`config.mk`:
```
export PLATFORM = sky130hd
export DESIGN_NAME = uart_rx
export DESIGN_NICKNAME = d
export VERILOG_FILES = /design/src/rtl/uart_pkg.sv /design/src/rtl/uart_sync.sv /design/src/rtl/uart_rx.sv
export SDC_FILE = /design/constraint.sdc
export NUM_CORES = 1
export LEC_CHECK = 0
export CORE_MARGIN = 3
export CORE_UTILIZATION = 52
export DETAILED_ROUTE_END_ITERATION = 10
export MAX_ROUTING_LAYER = met4
export PLACE_DENSITY_LB_ADDON = 0.2
export SLEW_MARGIN = 20
export SYNTH_ARGS = -nofsm -noshare
export SYNTH_HDL_FRONTEND = slang
export SYNTH_SLANG_ARGS = --single-unit
export TNS_END_PERCENT = 10
```
`constraint.sdc`:
```
create_clock -name fpga_clk -period 1.9 [get_ports fpga_clk]
set_clock_uncertainty 0.05 [all_clocks]
set_input_delay 0.38 -clock fpga_clk [delete_from_list [all_inputs] [get_ports fpga_clk]]
set_output_delay 0.38 -clock fpga_clk [all_outputs]
set_load 0.005 [all_outputs]
```
`src/rtl/uart_pkg.sv`:
```
// Shared UART definitions used by both the transmitter and receiver sides.
package uart_pkg;

  localparam int UART_DATA_BITS = 8;
  localparam logic UART_IDLE_LEVEL = 1'b1;
  localparam int UART_CLKS_PER_BIT = 6;

  typedef enum logic [2:0] {
    IDLE,
    START,
    DATA,
    STOP,
    BREAK
  } rx_state_t;

  function automatic int uart_half_bit(input int clks_per_bit);
    return clks_per_bit / 2;
  endfunction

endpackage

```
`src/rtl/uart_sync.sv`:
```
// N-flop synchronizer for bringing an asynchronous level into the fpga_clk domain.
module uart_sync #(
  parameter int STAGES = 2
) (
  input  logic fpga_clk,
  input  logic nrst,
  input  logic rst_val,
  input  logic din,
  output logic dout
);

  logic [STAGES-1:0] sync_q;

  // Shift the input through the flop chain; reset loads the caller's idle level.
  always_ff @(posedge fpga_clk) begin
    if (!nrst) begin
      sync_q <= {STAGES{rst_val}};
    end else begin
      sync_q[0] <= din;
      for (int i = 1; i < STAGES; i++) begin
        sync_q[i] <= sync_q[i-1];
      end
    end
  end

  assign dout = sync_q[STAGES-1];

endmodule

```
`src/rtl/uart_rx.sv`:
```
// UART receiver: 1 start bit, 8 data bits MSB-first, 1 stop bit, no parity.
// Each good frame updates dout with a one-cycle rx_valid; a low stop bit gives
// a one-cycle frame_err and parks the FSM until the line returns to idle.
module uart_rx
  import uart_pkg::*;
#(
  parameter int CLKS_PER_BIT = UART_CLKS_PER_BIT,
  parameter int CNT_W        = 16
) (
  input  logic                      fpga_clk,
  input  logic                      nrst,
  input  logic                      sin,
  output logic [UART_DATA_BITS-1:0] dout,
  output logic                      rx_valid,
  output logic                      frame_err,
  output logic                      busy_rx
);

  localparam int HALF_BIT = uart_half_bit(CLKS_PER_BIT);
  localparam logic [CNT_W-1:0] HALF_LAST = CNT_W'(HALF_BIT - 1);
  localparam logic [CNT_W-1:0] BIT_LAST  = CNT_W'(CLKS_PER_BIT - 1);
  localparam logic [CNT_W-1:0] CNT_ONE   = CNT_W'(1);
  localparam logic [2:0]       LAST_BIT  = 3'(UART_DATA_BITS - 1);

  rx_state_t state, state_nxt;
  logic [CNT_W-1:0]          cnt, cnt_nxt;
  logic [2:0]                bit_idx, bit_idx_nxt;
  logic [UART_DATA_BITS-1:0] shreg, shreg_nxt;
  logic [UART_DATA_BITS-1:0] dout_nxt;
  logic                      rx_valid_nxt;
  logic                      frame_err_nxt;
  logic                      sin_s;

  uart_sync #(
    .STAGES(2)
  ) u_sin_sync (
    .fpga_clk(fpga_clk),
    .nrst    (nrst),
    .rst_val (UART_IDLE_LEVEL),
    .din     (sin),
    .dout    (sin_s)
  );

  // State, timing counters, shift register and registered output pulses.
  always_ff @(posedge fpga_clk) begin
    if (!nrst) begin
      state     <= IDLE;
      cnt       <= '0;
      bit_idx   <= '0;
      shreg     <= '0;
      dout      <= '0;
      rx_valid  <= 1'b0;
      frame_err <= 1'b0;
    end else begin
      state     <= state_nxt;
      cnt       <= cnt_nxt;
      bit_idx   <= bit_idx_nxt;
      shreg     <= shreg_nxt;
      dout      <= dout_nxt;
      rx_valid  <= rx_valid_nxt;
      frame_err <= frame_err_nxt;
    end
  end

  // Frame sequencing: confirm the start bit at mid-bit, then sample each
  // following bit one full bit period later so every sample lands mid-bit.
  always_comb begin
    state_nxt     = state;
    cnt_nxt       = cnt;
    bit_idx_nxt   = bit_idx;
    shreg_nxt     = shreg;
    dout_nxt      = dout;
    rx_valid_nxt  = 1'b0;
    frame_err_nxt = 1'b0;

    case (state)
      IDLE: begin
        if (sin_s != UART_IDLE_LEVEL) begin
          state_nxt = START;
          cnt_nxt   = '0;
        end
      end

      START: begin
        if (cnt == HALF_LAST) begin
          cnt_nxt = '0;
          if (sin_s != UART_IDLE_LEVEL) begin
            state_nxt   = DATA;
            bit_idx_nxt = '0;
          end else begin
            state_nxt = IDLE;
          end
        end else begin
          cnt_nxt = cnt + CNT_ONE;
        end
      end

      DATA: begin
        if (cnt == BIT_LAST) begin
          cnt_nxt     = '0;
          shreg_nxt   = {shreg[UART_DATA_BITS-2:0], sin_s};
          bit_idx_nxt = bit_idx + 3'd1;
          if (bit_idx == LAST_BIT) begin
            state_nxt = STOP;
          end
        end else begin
          cnt_nxt = cnt + CNT_ONE;
        end
      end

      STOP: begin
        if (cnt == BIT_LAST) begin
          cnt_nxt = '0;
          if (sin_s == UART_IDLE_LEVEL) begin
            dout_nxt     = shreg;
            rx_valid_nxt = 1'b1;
            state_nxt    = IDLE;
          end else begin
            frame_err_nxt = 1'b1;
            state_nxt     = BREAK;
          end
        end else begin
          cnt_nxt = cnt + CNT_ONE;
        end
      end

      BREAK: begin
        if (sin_s == UART_IDLE_LEVEL) begin
          state_nxt = IDLE;
        end
      end

      default: begin
        state_nxt = IDLE;
        cnt_nxt   = '0;
      end
    endcase
  end

  assign busy_rx = (state != IDLE);

endmodule

```
* After elaboration in Yosys (flattened, before gate mapping)
Index checks and enable logic that the tools add are counted.
Word-level totals: register bits after elaboration 42, latch bits 0, memory bits (writable) 0, memory bits (read-only) 0, input port bits 3, output and inout bits 11, logic and storage cells 54, memories 0
Cells by class: $add $sub $neg 2, multipliers 0, div/mod/pow operators 0, $lt $le $gt $ge 0, equality and inequality tests 14, shift operators 0, multiplexer cells 19, bitwise logic cells 1, reductions and logical operators 10
Operators by type and width (count):
- case mux 16 bit (4 select lines) | 1
- 2-to-1 mux 16 bit | 3
- 2-to-1 mux 3 bit | 10
- adder 16 x 1 -> 16 bit, second input constant | 1
- == test 16 x 2 -> 1 bit, second input constant | 1
- == test 16 x 3 -> 1 bit, second input constant | 1
- case mux 3 bit (5 select lines) | 1
- inequality test 2 bit, second input constant | 6
- == test 3 x 2 -> 1 bit, second input constant | 2
- == test 3 bit, second input constant | 2
- case mux 3 bit (2 select lines) | 1
- AND reduction 3 bit | 2
- AND reduction 6 bit | 1
- AND reduction 2 bit | 2
- AND reduction 4 bit | 1
- adder 3 x 1 -> 3 bit, second input constant | 1
- == test 3 x 1 -> 1 bit, second input constant | 1
- zero test 3 bit | 1
- nonzero test 3 bit | 1
- 2-to-1 mux 1 bit | 2
- 2-to-1 mux 2 bit | 1
- inequality test 2 x 1 -> 1 bit, second input constant | 1
- nonzero test 2 bit | 1
- OR reduction 2 bit | 1
- NOT 1 bit | 1

* Longest topological paths before layout
depth after elaboration 4, depth in mapped cells 9, depth with buffers taken out 7

* By module
Synthesis repeated with hierarchy kept, for this count alone.
Unflattened totals: cells, all modules 234, area, all modules 2070.7 um^2
Modules (own cells, without submodules):
- uart_rx | times used 1, cells each 230, area each 2008.2 um^2
- uart_sync | times used 1, cells each 4, area each 62.6 um^2

* Worst setup path after synthesis
No wires, ideal clock.
path type reg-to-reg, start reg cnt[0], end reg dout[0], data arrival time 1726 ps, slack -3 ps, cell stages (with the launch flop) 7, buffers on the path 0, period minus slack after synthesis 1903 ps, path through dfxtp_1 ha_1 and4bb_1 nand4_2 nor4_4 mux2i_1 nor2_1
Between the ends: longest elaborated chain between the ends 2
Ends and longest elaborated chain:
- start, declared | line uart_rx.sv:26 | logic [CNT_W-1:0] cnt, cnt_nxt;
- start signal, assigned | line uart_rx.sv:56 | cnt <= cnt_nxt;
- == test 16 x 3 -> 1 bit | line uart_rx.sv:112 | if (cnt == BIT_LAST) begin
- AND reduction 3 bit (no line)
- end signal, assigned | line uart_rx.sv:59 | dout <= dout_nxt;
- end, declared | line uart_rx.sv:13 | output logic [UART_DATA_BITS-1:0] dout,
No other way between the ends. A chain may end at the register's enable or synchronous reset.

* Worst setup path after layout
start reg cnt[8], end reg dout[0]
The elaborated chain is that of the path after synthesis.

==> results by group <==
STA
  • Worst slew pin tran: 0.402 ns
  • Final Hold Viols: 0
  • Setup tns final: -0.176 ns
  • WHS: 0.369 ns
  • Setup ws final: -0.0508 ns
  • Highest Clock Rate: 513 MHz
  • Final setup viols: 9
  • Minimum clock period: 1.95 ns
  • Final period util: 103%
  • RSZ-0062 raised after global routing: true
  • Slew Viols, Final: 0
  • Max-slew headroom: 73.2%

Detailed routing
  • Via-per-instance ratio: 5.55
  • DR vias: 1,794
  • Pre-antenna DRT Iters: 4
  • Residual DRC count: 0
  • Final wirelength: 4570 um
  • Routed Antenna Nets: 0
  • DRT iter0 DRCs: 187
  • DR WL/cell: 14.2 um

Logic synthesis
  • Gate Count Post-Synth: 230
  • Ys async rst share: 0%
  • Largest family of logic cells by synthesized area: simple AND/OR/NAND/NOR gates
  • Compound-Gate Fraction of Synth Area: 14.4%
  • Synthesis warning total: 0
  • Top cells by area, synth: dfxtp_1 43%, nand2_1 7.5%, a21oi_1 4.1%
  • Netlist cell types: 45
  • Synthesized area: 0.00196 mm2
  • Multiplexer area fraction after synthesis: 4.09%
  • Number of synthesized flops with an enable pin: 0
  • Xor/xnor share of the synthesized area: 2.23%
  • Adder-Cell Fraction of Synth Area: 3.19%
  • Ys flop type: dfxtp_1
  • Register bit total from synthesis: 42
  • Sequential fraction of the synthesis area: 42.9%
  • Yosys top cell area share: 42.9%
  • Post-Synth Simple-Gate Area: 28.7%
  • Dominant cell type by area after synthesis: dfxtp_1
  • Syn avg cell area: 8.52 um2
  • Syn Nets: 238

CTS
  • Longest Clk Path Bufs: 2
  • Root Driver: clkbuf_8
  • Skew-Pair Late Insertion Delay: 0.30 ns
  • CTS buffer count: 5
  • TritonCTS clock tree: done
  • Clock slew at reported path FFs: 0.08 ns
  • Number of clock sinks: 42
  • H-tree levels: 2

Setup path
  • R2R Setup Slk: -0.05 ns
  • Critical path data arrival time: 2.10 ns
  • Reg2Reg Launch Point: cnt[8]
  • Critical Path RT: 2.05 ns
  • Crit Path Class: reg -> reg
  • CP Launch Type: register
  • Crit. End Element: register
  • Critical path startpoint: cnt[8]
  • R2R depth: 7
  • Capturing point of the worst reg2reg path: dout[0]
  • Crit Path Max Fanout: 8

Die
  • Full die area: 0.00454 mm2
  • Core area: 0.00347 mm2
  • Initial core utilization: 56.5%
  • Die Span X: 67.4 um
  • I/O pin cnt: 14
  • Row count: 21
  • Die height: 67.4 um

GRT
  • Total gr overflow: 0
  • Pin count of the biggest net entering global routing: 17
  • First-pass GRT wire length: 7530 um
  • Vias in the first global route: 1,648
  • Total GRT Usage: 22.6%
  • Initial antenna violation count: 0

Power
  • VDD IR max: 0.000549 V
  • Leak: 0.000943 uW
  • Power Dens Cells: 594 mW/mm2

Status
  • Violated checks: setup timing
  • Run status: finished with violations

Finish
  • NumNets Final: 284
  • ANT cells: 0
  • Filler cell count in the final layout: 256
  • Share of cells above drive strength 1: 25.6%
  • Synth-to-layout area growth: 33.7%

Placed design
  • Input/output buffers: 13
  • Gp weighted congestion: 0.804
  • HPWL Detailed: 3160 um

Worst hold path
  • Worst hold stages: 1
  • Worst Hold Path EP: u_sin_sync.sync_q[1]
  • Hold Path Class: reg -> reg
  • HP Start: u_sin_sync.sync_q[0]

Job
  • MaxCap Viol Count: 0
per-stage QoR:
stage	instances	total power [uW]	util, %	cell area [um2]	worst slack (ns)
floorplan	230	964	-	1960	0.0151
global placement	314	1010	69.3	2400	-0.0326
detailed placement	314	1010	69.3	2400	-0.0697
CTS	322	1560	72.1	2500	0.0153
global route	323	1630	75.5	2620	-0.131
finish	323	1560	75.5	2620	-0.0508
layer usage:
layer	GRT usage, %	vias to the layer above	part of all wire (%)	routed length (um)
met4	6.84	0	1.1	51
li1	-	903	-	-
met3	5.49	7	3.4	155
met1	28.5	846	45	2070
met5	-	-	0	0
met2	35.8	38	50	2290
registers in the layout (all words and copies together), names as in the netlist:
| name | cells |
|---|---|
| u_sin_sync.sync_q | 2 |
| dout | 8 |
| state | 3 |
| cnt | 16 |
| rx_valid | 1 |
| shreg | 8 |
| bit_idx | 3 |
| frame_err | 1 |
logic make-up (layout without fill, tap and decap cells):
kind of cell / count (synthesis) / after routing
and+or+nand+nor: 105 / 105
adders and majority gates: 5 / 5
muxes: 8 / 8
buffers and inverters: 22 / 69
xor gates and xnor gates: 5 / 5
AOI/OAI and AO/OA: 43 / 43
DFF: 42 / 42
cell usage after synthesis, types with 2 or more instances:
cell / n
dfxtp_1: 42
nand2_1: 39
nor2_1: 19
a21oi_1: 16
inv_1: 9
nand3_1: 9
clkbuf_1: 8
mux2i_1: 8
a31oi_1: 6
buf_2: 5
ha_1: 5
nand2b_1: 5
nor3_1: 5
o21ai_0: 5
xnor2_1: 4
a41oi_1: 3
nand4_1: 3
nor4_1: 3
a22o_1: 2
a32oi_1: 2
and2_1: 2
and3_1: 2
nand3b_1: 2
nor3b_1: 2
nor4_4: 2
nor4b_1: 2
or2_2: 2
cell usage in the layout (no fill, tap or decap), drive strengths merged, types with 2 or more instances in the layout:
| cell type | n |
|---|---|
| dfxtp | 42 |
| nand2 | 39 |
| buf | 39 |
| nor2 | 19 |
| a21oi | 16 |
| clkdlybuf4s50 | 13 |
| nand3 | 9 |
| inv | 9 |
| mux2i | 8 |
| a31oi | 6 |
| clkbuf | 6 |
| o21ai | 6 |
| nor4 | 6 |
| nand2b | 5 |
| nor3 | 5 |
| ha | 5 |
| xnor2 | 4 |
| nand4 | 4 |
| a41oi | 3 |
| or2 | 3 |
| and2 | 2 |
| nor3b | 2 |
| a22o | 2 |
| and3 | 2 |
| nand3b | 2 |
| nor4b | 2 |
| a32oi | 2 |
| clkinv | 2 |
worst max-delay path by stage:
stage,to,slack (ns),depth (start not counted)
4_1_cts,busy_rx,0.02,3
6_report,dout[0],-0.05,7
2_1_floorplan,cnt[10],0.02,9
5_1_grt,dout[0],-0.13,7
3_3_place_gp,cnt[10],-0.03,7
3_5_place_dp,cnt[12],-0.07,7
report_power, final:
part | switching, uW | total, uW | leakage [uW] | internal (uW)
clock | 304 | 563 | 0.0000452 | 259
combinational | 56.2 | 103 | 0.000555 | 47.2
sequential | 6.91 | 889 | 0.000343 | 882
total | 367 | 1560 | 0.000943 | 1190
layout make-up:
cell class / instances / area [um2] / share of cell area, %
clock buffer: 6 / 72.6 / 2.77
inverter: 9 / 36.3 / 1.39
clock inverter: 2 / 13.8 / 0.526
timing repair buffer: 52 / 464 / 17.7
sequential: 42 / 857 / 32.7
multi-input combinational: 166 / 1120 / 42.7
tap: 46 / 57.6 / 2.20
critical path, stage by stage (launching register included):
cell and delay, ns:
dfxtp_1 0.34, nor4_4 0.42, nand4_4 0.17, buf_6 0.16, nor4_4 0.27, buf_12 0.18
mux2i_1 0.22, nor2_1 0.05
repair_timing:
item / CTS / global route
pin swaps: 0 / 9
endpoints found under the setup margin: 8 / 22
hold buffers: 0 / 0
setup buffers: 0 / 1
gates resized for setup: 4 / 23
No activity file was read; power rests on OpenSTA's default activity.
